`src/rtl/ps2_scancode_filter.sv`:
```
// PS/2 scancode decoder: folds E0/F0 prefixes into {ext, brk, code} events and queues them in a show-ahead FIFO.
// Optional macro TYPEMATIC_FILTER_EN suppresses auto-repeat presses of the currently held key.
module ps2_scancode_filter #(
  parameter int unsigned DEPTH = 8
) (
  input  logic       clk,
  input  logic       reset,
  input  logic [7:0] scancode,
  input  logic       flag,
  output logic [7:0] key_code,
  output logic       key_ext,
  output logic       key_break,
  output logic       key_valid,
  input  logic       key_ready,
  output logic [4:0] count,
  output logic       overflow,
  output logic       proto_err
);

  localparam int unsigned AW = $clog2(DEPTH);

  typedef struct packed {
    logic       ext;
    logic       brk;
    logic [7:0] code;
  } event_t;

  typedef enum logic [1:0] {IDLE, GOT_E0, GOT_F0, GOT_E0F0} state_t;

  state_t state, state_next;
  logic   emit, err;
  event_t ev;
  logic   push;

  // Prefix decoder: advances only on flag cycles, emits at most one event per byte
  always_comb begin
    state_next = state;
    emit       = 1'b0;
    err        = 1'b0;
    ev         = '{ext: 1'b0, brk: 1'b0, code: scancode};
    if (flag) begin
      case (state)
        IDLE: begin
          if (scancode == 8'hE0)      state_next = GOT_E0;
          else if (scancode == 8'hF0) state_next = GOT_F0;
          else if (!(scancode inside {8'hAA, 8'hFA, 8'hEE, 8'h00, 8'hFF})) emit = 1'b1;
        end
        GOT_E0: begin
          if (scancode == 8'hF0) state_next = GOT_E0F0;
          else if (scancode != 8'hE0) begin
            emit       = 1'b1;
            ev.ext     = 1'b1;
            state_next = IDLE;
          end
        end
        GOT_F0: begin
          state_next = IDLE;
          if (scancode == 8'hE0 || scancode == 8'hF0) err = 1'b1;
          else begin
            emit   = 1'b1;
            ev.brk = 1'b1;
          end
        end
        GOT_E0F0: begin
          state_next = IDLE;
          if (scancode == 8'hE0 || scancode == 8'hF0) err = 1'b1;
          else begin
            emit   = 1'b1;
            ev.ext = 1'b1;
            ev.brk = 1'b1;
          end
        end
        default: state_next = IDLE;
      endcase
    end
  end

`ifdef TYPEMATIC_FILTER_EN
  logic       held_valid;
  logic       held_ext;
  logic [7:0] held_code;
  logic       same_key;

  assign same_key = held_valid && (held_ext == ev.ext) && (held_code == ev.code);
  assign push     = emit && (ev.brk || !same_key);

  // Held key tracks the last press even if its event was dropped on overflow
  always_ff @(posedge clk or posedge reset) begin
    if (reset) begin
      held_valid <= 1'b0;
      held_ext   <= 1'b0;
      held_code  <= 8'h00;
    end else if (emit) begin
      if (!ev.brk) begin
        held_valid <= 1'b1;
        held_ext   <= ev.ext;
        held_code  <= ev.code;
      end else if (same_key) begin
        held_valid <= 1'b0;
      end
    end
  end
`else
  assign push = emit;
`endif

  event_t          mem [DEPTH];
  logic [AW-1:0]   wr_ptr, rd_ptr, rd_next;
  logic            full, pop, push_acc;
  logic [4:0]      count_next;
  event_t          head_next;

  assign full       = (count == 5'(DEPTH));
  assign pop        = key_valid && key_ready;
  assign push_acc   = push && (!full || pop);
  assign rd_next    = pop ? rd_ptr + AW'(1) : rd_ptr;
  assign count_next = count + 5'(push_acc) - 5'(pop);
  // A push landing in the slot that becomes head bypasses the memory
  assign head_next  = (push_acc && (wr_ptr == rd_next)) ? ev : mem[rd_next];

  always_ff @(posedge clk) begin
    if (push_acc) mem[wr_ptr] <= ev;
  end

  always_ff @(posedge clk or posedge reset) begin
    if (reset) begin
      state     <= IDLE;
      wr_ptr    <= '0;
      rd_ptr    <= '0;
      count     <= 5'd0;
      key_valid <= 1'b0;
      key_code  <= 8'h00;
      key_ext   <= 1'b0;
      key_break <= 1'b0;
      overflow  <= 1'b0;
      proto_err <= 1'b0;
    end else begin
      state     <= state_next;
      rd_ptr    <= rd_next;
      count     <= count_next;
      key_valid <= (count_next != 5'd0);
      overflow  <= push && full && !pop;
      proto_err <= err;
      if (push_acc) wr_ptr <= wr_ptr + AW'(1);
      if (count_next != 5'd0) {key_ext, key_break, key_code} <= head_next;
    end
  end

endmodule

```
`config.mk`:
```
export PLATFORM = sky130hd
export DESIGN_NAME = ps2_scancode_filter
export DESIGN_NICKNAME = d
export VERILOG_FILES = /design/src/rtl/ps2_scancode_filter.sv
export SDC_FILE = /design/constraint.sdc
export NUM_CORES = 1
export LEC_CHECK = 0
export ABC_CLOCK_PERIOD_IN_PS = 3800
export CAP_MARGIN = 40
export CORE_MARGIN = 5
export CORE_UTILIZATION = 25
export CTS_CLUSTER_DIAMETER = 30
export CTS_CLUSTER_SIZE = 30
export DETAILED_ROUTE_END_ITERATION = 10
export DONT_BUFFER_PORTS = 1
export PLACE_DENSITY = 0.47
export SLEW_MARGIN = 25
export SYNTH_ARGS = -nofsm -noshare
export SYNTH_HDL_FRONTEND = slang
export SYNTH_SLANG_ARGS = --single-unit
```
`constraint.sdc`:
```
create_clock -name clk -period 3.8 [get_ports clk]
set_input_delay 0.76 -clock clk [delete_from_list [all_inputs] [get_ports clk]]
set_output_delay 0.76 -clock clk [all_outputs]
set_load 0.02 [all_outputs]
```
Word-level counts from Yosys, hierarchy flattened
Memory sizes are Yosys's and may differ from the RTL's. A register that Yosys moved wholly into a read port is not among the register bits.
Cells that the tools add are included.

storage, ports and cells
  register bits = 16
  RAM bits = 80
  output and inout port bits = 18
  memories kept = 1

cells by class
  add/subtract/negate cells = 4
  equality and inequality tests = 13
  muxes and demuxes = 23
  reductions and logical operators = 14

memories
  name  depth  width  rd ports  clocked after memory_dff  write ports  line  text
  mem   8      10     1         1                         1            107   event_t mem [DEPTH];

operators by type and width
  operator               count
  $eq A8 B8 Y1 const B   6
  $mux W1                12
  $mux W2                6
  $reduce_bool A5 Y1     2
  $logic_not A8 Y1       1
  $ne A8 B8 Y1 const B   1
  $add A3 B1 Y3 const B  2
  $ne A3 B3 Y1 const B   2
  $pmux W2 S3            1
  $add A5 B1 Y5          1
  $eq A5 B4 Y1 const B   1
  $sub A5 B1 Y5          1
  $eq A2 B2 Y1 const B   2
  $logic_and A1 B1 Y1    4
  $pmux W1 S2            2
  $mux W3                1
  $pmux W1 S3            1
  $reduce_and A3 Y1      1
  $eq A2 B1 Y1 const B   1
  $logic_not A1 Y1       2
  $logic_not A2 Y1       1
  $logic_or A1 B1 Y1     2
  $reduce_or A2 Y1       1

Longest topological paths before layout
  word-level depth = 11
  gate-level depth with buffers = 16
  gate-level depth less buffers = 15

Worst setup path after synthesis
No wires, ideal clock.

  kind = input-to-reg
  from = in scancode[7]
  to = reg key_code[0], read port of mem
  arrival = 3.414 ns
  required time = 3.675 ns
  slack = 0.262 ns
  stages on the path = 13
  cells stage by stage = and3_1 -> a31oi_1 -> nand2b_1 -> nand4_1 -> o21ai_0 -> ha_1 -> inv_1 -> fa_1 -> inv_1 -> nor4_1 -> nand2_1 -> buf_2 -> mux2_2

on the way
  word-level cells in the longest chain between the ends = 11

ends and longest elaborated chain
  item                                                     line  text
  start: declaration                                       8     input logic [7:0] scancode,
  $eq A8 B8 Y1 / $logic_not A8 Y1 (equally long branches)  46    else if (!(scancode inside {8'hAA, 8'hFA, 8'hEE, 8'h00, 8'hFF})) emit = 1'b1;
  $reduce_bool A5 Y1                                       46
  $mux W1                                                  46
  $mux W1                                                  45    else if (scancode == 8'hF0) state_next = GOT_F0;
  $mux W1                                                  44    if (scancode == 8'hE0) state_next = GOT_E0;
  $pmux W1 S3 *                                            42    case (state)
  $mux W1 *                                                41    if (flag) begin
  $logic_and A1 B1 Y1 *                                    115   assign push_acc = push && (!full || pop);
  $add A5 B1 Y5 *                                          117   assign count_next = count + 5'(push_acc) - 5'(pop);
  $sub A5 B1 Y5 *                                          117
  net count_next[1]                                        110   logic [4:0] count_next;
  $reduce_bool A5 Y1 *                                     145   if (count_next != 5'd0) {key_ext, key_break, key_code} <= head_next;
  end: declaration                                         10    output logic [7:0] key_code,

Mark *: on every way through the listed nets, which the timed path passes. The rest lies on a longest branch.
A chain may end at the register's enable or synchronous reset.

Final worst setup path
  from = reg state[0]
  to = reg key_code[3], read port of mem

on the way
  word-level cells in the longest chain between the ends = 8

ends and longest elaborated chain
  item                               line  text
  start: declaration                 30    state_t state, state_next;
  start signal: assignment           138   state <= state_next;
  $eq A2 B2 Y1                       42
  $reduce_or A2 Y1 (no source line)  --
  $pmux W1 S3 *                      42
  $mux W1 *                          41
  $logic_and A1 B1 Y1 *              115
  $add A5 B1 Y5 *                    117
  $sub A5 B1 Y5 *                    117
  net count_next[2]                  110
  $reduce_bool A5 Y1 *               145

Marks and branches as above.

==> summary.md <==
| Metric | Value |
|---|---|
| Status | finished clean |
| Gates resized, CTS repair | 0 |
| Antenna violations before repair | 0 |
| Port Buffers | 0 |
| Pleak | 0.00216 µW |
| Measured slew at the worst slew-check pin | 721 ps |
| GRT overflow | 0 |
| #FFs+latches synth | 106 |
| Post-route cell area | 5670 µm² |
| Yosys warning total | 0 |
| Synth area leaders | edfxtp_1 (49%), dfrtp_1 (13%), mux2i_1 (9.7%) |
| Setup TNS | 0 ps |
| Final period utilization | 90.1% |
| Maximum VDD drop | 0.000305 V |
| Share of the synthesized area in the top cell type | 48.6% |
| Starting Density | 25.4% |
| Kind of cell adding the most delay to the critical path | simple AND/OR/NAND/NOR gates |
| Clk sinks | 106 |
| Crit start category | flip-flop |
| Total setup buffers inserted after CTS | 0 |
| Mapped Cells | 319 |
| Io pins | 30 |
| CTS tree | built |
| GPL Wtd Cong | 0.814 |
| Critical Path End Type | flip-flop |
| Post-synth ARST share | 24.5% |
| Share of cells above drive strength 1 | 20.2% |
| Buf/Inv on CP | 2 |
| DR WL/cell | 18.9 µm |
| Clk_lat worst skew | 350 ps |
| Largest net degree at the start of global routing | 21 |
| Nets | 356 |
| Ys flop type | edfxtp_1 |
| Area of the multi-input gates | 1740 µm² |
| Post-synthesis sequential area ratio | 61.7% |
| Area delta synth->final | 14.6% |
| DPL Wire Length | 8220 µm |
| Tmin final | 3430 ps |
| H-tree levels | 3 |
| Num CTS Buffers | 9 |
| Worst setup margin | 375 ps |
| Row count | 51 |
| DIE WIDTH | 151 µm |
| Clk buf depth | 2 |
| Placed Instances | 590 |
| Compound-Gate Fraction of Synth Area | 3.09% |
| Max_slew headroom | 51.9% |
| TritonRoute pass-1 iters | 4 |
| Post-Place Setup Slack | 69.2 ps |
| DRC errors left | 0 |
| Clock slew at reported path FFs | 70 ps |
| Unrepaired setup endpoints after global routing | no |
| Post-route ant nets | 0 |
| Synth cell count leaders | edfxtp_1 (80), mux2i_1 (48), dfrtp_1 (26) |
| Synthesized cell area | 4950 µm² |
| Vias per inst | 4.41 |
| Cell Chain, Critical Path | nor4_1 -> a31oi_1 -> nand2b_1 -> nand3_1 -> nand2_1 -> o21ai_0 -> ha_1 -> inv_1 -> fa_1 -> xnor2_1 -> nor4_1 -> buf_4 -> nand2_1 -> mux2_2 |
| Cts hold-fix bufs | 0 |
| Vias in the first global route | 2,677 |
| Worst Clk Skew | 11.7 ps |
| Syn Nets | 339 |
| Die H | 151 µm |
| Max Cap Viol | 0 |
| Gr usage total | 10.7% |
| Final wirelength | 11,500 µm |
| CP Max Fanout | 11 |
| Critical Path Max Stage Delay | 410 ps |
| Finished Layout Cells | 606 |
| Fin. max-slew vios | 0 |
| Pwr Total | 4970 µW |
| Max Fclk | 292 MHz |
| Count leader, synth | edfxtp_1 |
| Mux cell area share after synthesis | 20.9% |
| N_diodes | 0 |
| Pwr Density | 877 nW/µm² |
| Worst path required time | 4040 ps |
| Core Region | 19,500 µm² |
| WP data arrival | 3660 ps |
| Synthesized area per cell | 15.5 µm² |
| Xor-xnor portion of the synthesized cell area | 2.99% |
| CTS root buf | clkbuf_16 |
| Post-synthesis adder-cell area fraction | 2.18% |
| Die ar. | 22,700 µm² |
| Largest family of logic cells by synthesized area | multiplexers |
| Global-route wire length before repair | 17,300 µm |
| HP Class | input port to async pin |
| DRT iter0 DRCs | 149 |
| Post-synth cell types | 43 |
| Setup Viol. Count Final | 0 |
| Cell accounting for the most synthesized area | edfxtp_1 |
| Simple-Gate Fraction of Synth Area | 5.62% |
| Critical path type | flip-flop to flip-flop |
| DP Area | 5370 µm² |
| Final Hold Fails | 0 |
| Via count | 2,670 |
| Post-synth EDFFs | 80 |
| Slowest-stage cell, CP | dfrtp_1 |
| Fill cell count | 1,953 |
| Reg area | 3050 µm² |
[area by class of cell]
type / instances / area share, %
Timing Repair Buffer: 21 / 2.91
Clock buffer: 9 / 3.97
Tap cell: 265 / 5.85
Inverter: 23 / 1.52
Clock inverter: 7 / 1.21
Sequential cell: 106 / 53.9
Multi-Input combinational cell: 175 / 30.6
[flip-flops by register name, summed over array words and instances, names as in the netlist]
name and cells:
state 2, proto_err 1, mem 80, key_valid 1, rd_ptr 3, wr_ptr 3, count 5, key_code 8
key_ext 1, key_break 1, overflow 1
[cell usage in the layout (no fill, tap or decap), types with 2 or more instances in the layout]
| cell type | Yosys | routed |
|---|---|---|
| xor2_1 | 5 | 5 |
| nor3b_1 | 2 | 2 |
| mux4_2 | 16 | 16 |
| nand2_1 | 9 | 9 |
| nand2b_1 | 2 | 2 |
| nor4b_2 | 0 | 2 |
| nor2_1 | 13 | 13 |
| inv_1 | 23 | 23 |
| nor4_1 | 5 | 4 |
| nand3_1 | 3 | 3 |
| clkbuf_16 | 0 | 9 |
| buf_4 | 3 | 20 |
| a2bb2oi_1 | 2 | 2 |
| mux2i_1 | 48 | 48 |
| edfxtp_1 | 80 | 80 |
| mux4_1 | 3 | 3 |
| mux2_2 | 10 | 10 |
| and3_1 | 3 | 3 |
| o21ai_0 | 2 | 2 |
| a21oi_1 | 12 | 12 |
| o2bb2ai_1 | 2 | 2 |
| nand4_1 | 4 | 4 |
| dfrtp_1 | 26 | 26 |
| nor3_1 | 4 | 4 |
| xnor2_1 | 6 | 6 |
| ha_1 | 7 | 7 |
[metal layers]
layer | part of all wire (%) | wire length [µm] | vias up | track usage [%]
met5 | 0 | 0 | - | 0
met4 | 1.8 | 206 | 0 | 3.67
met3 | 4.6 | 530 | 12 | 3.37
met2 | 51 | 5790 | 36 | 17.8
met1 | 43 | 4920 | 1374 | 13.3
li1 | - | - | 1248 | -
[where the power goes]
group,internal (µW),switching [µW]
combinational,1090,1130
clock,509,411
sequential,1520,314
total,3110,1860
[cell families after synthesis]
logic type / Yosys count
buffers and inverters: 38
adder cells (fa/ha/maj): 8
AO/OA/AOI/OAI: 25
AND/OR/NAND/NOR: 52
multiplexers: 77
flip-flops: 106
XOR/XNOR: 13
[worst paths after layout]
check,startpoint,to,slack [ps],cells after the start
setup / recovery,state[0],key_code[3],370,14
hold / removal,reset,key_ext,330,1
setup reg to reg,state[0],key_code[3],370,14
hold reg to reg,state[1],proto_err,590,2
max in group asynchronous,reset,key_valid,2990,2
min in group clk,flag,state[0],490,1
[stage by stage]
| step | utilization (%) | hold WS (ps) |
|---|---|---|
| detailed placement | 27.6 | 566 |
| finish | 29.1 | 329 |
| global route | 29.1 | 369 |
| floorplan | - | 528 |
| global placement | 27.5 | 573 |
| CTS | 29.1 | 343 |
No activity file was read; power rests on OpenSTA's default activity.
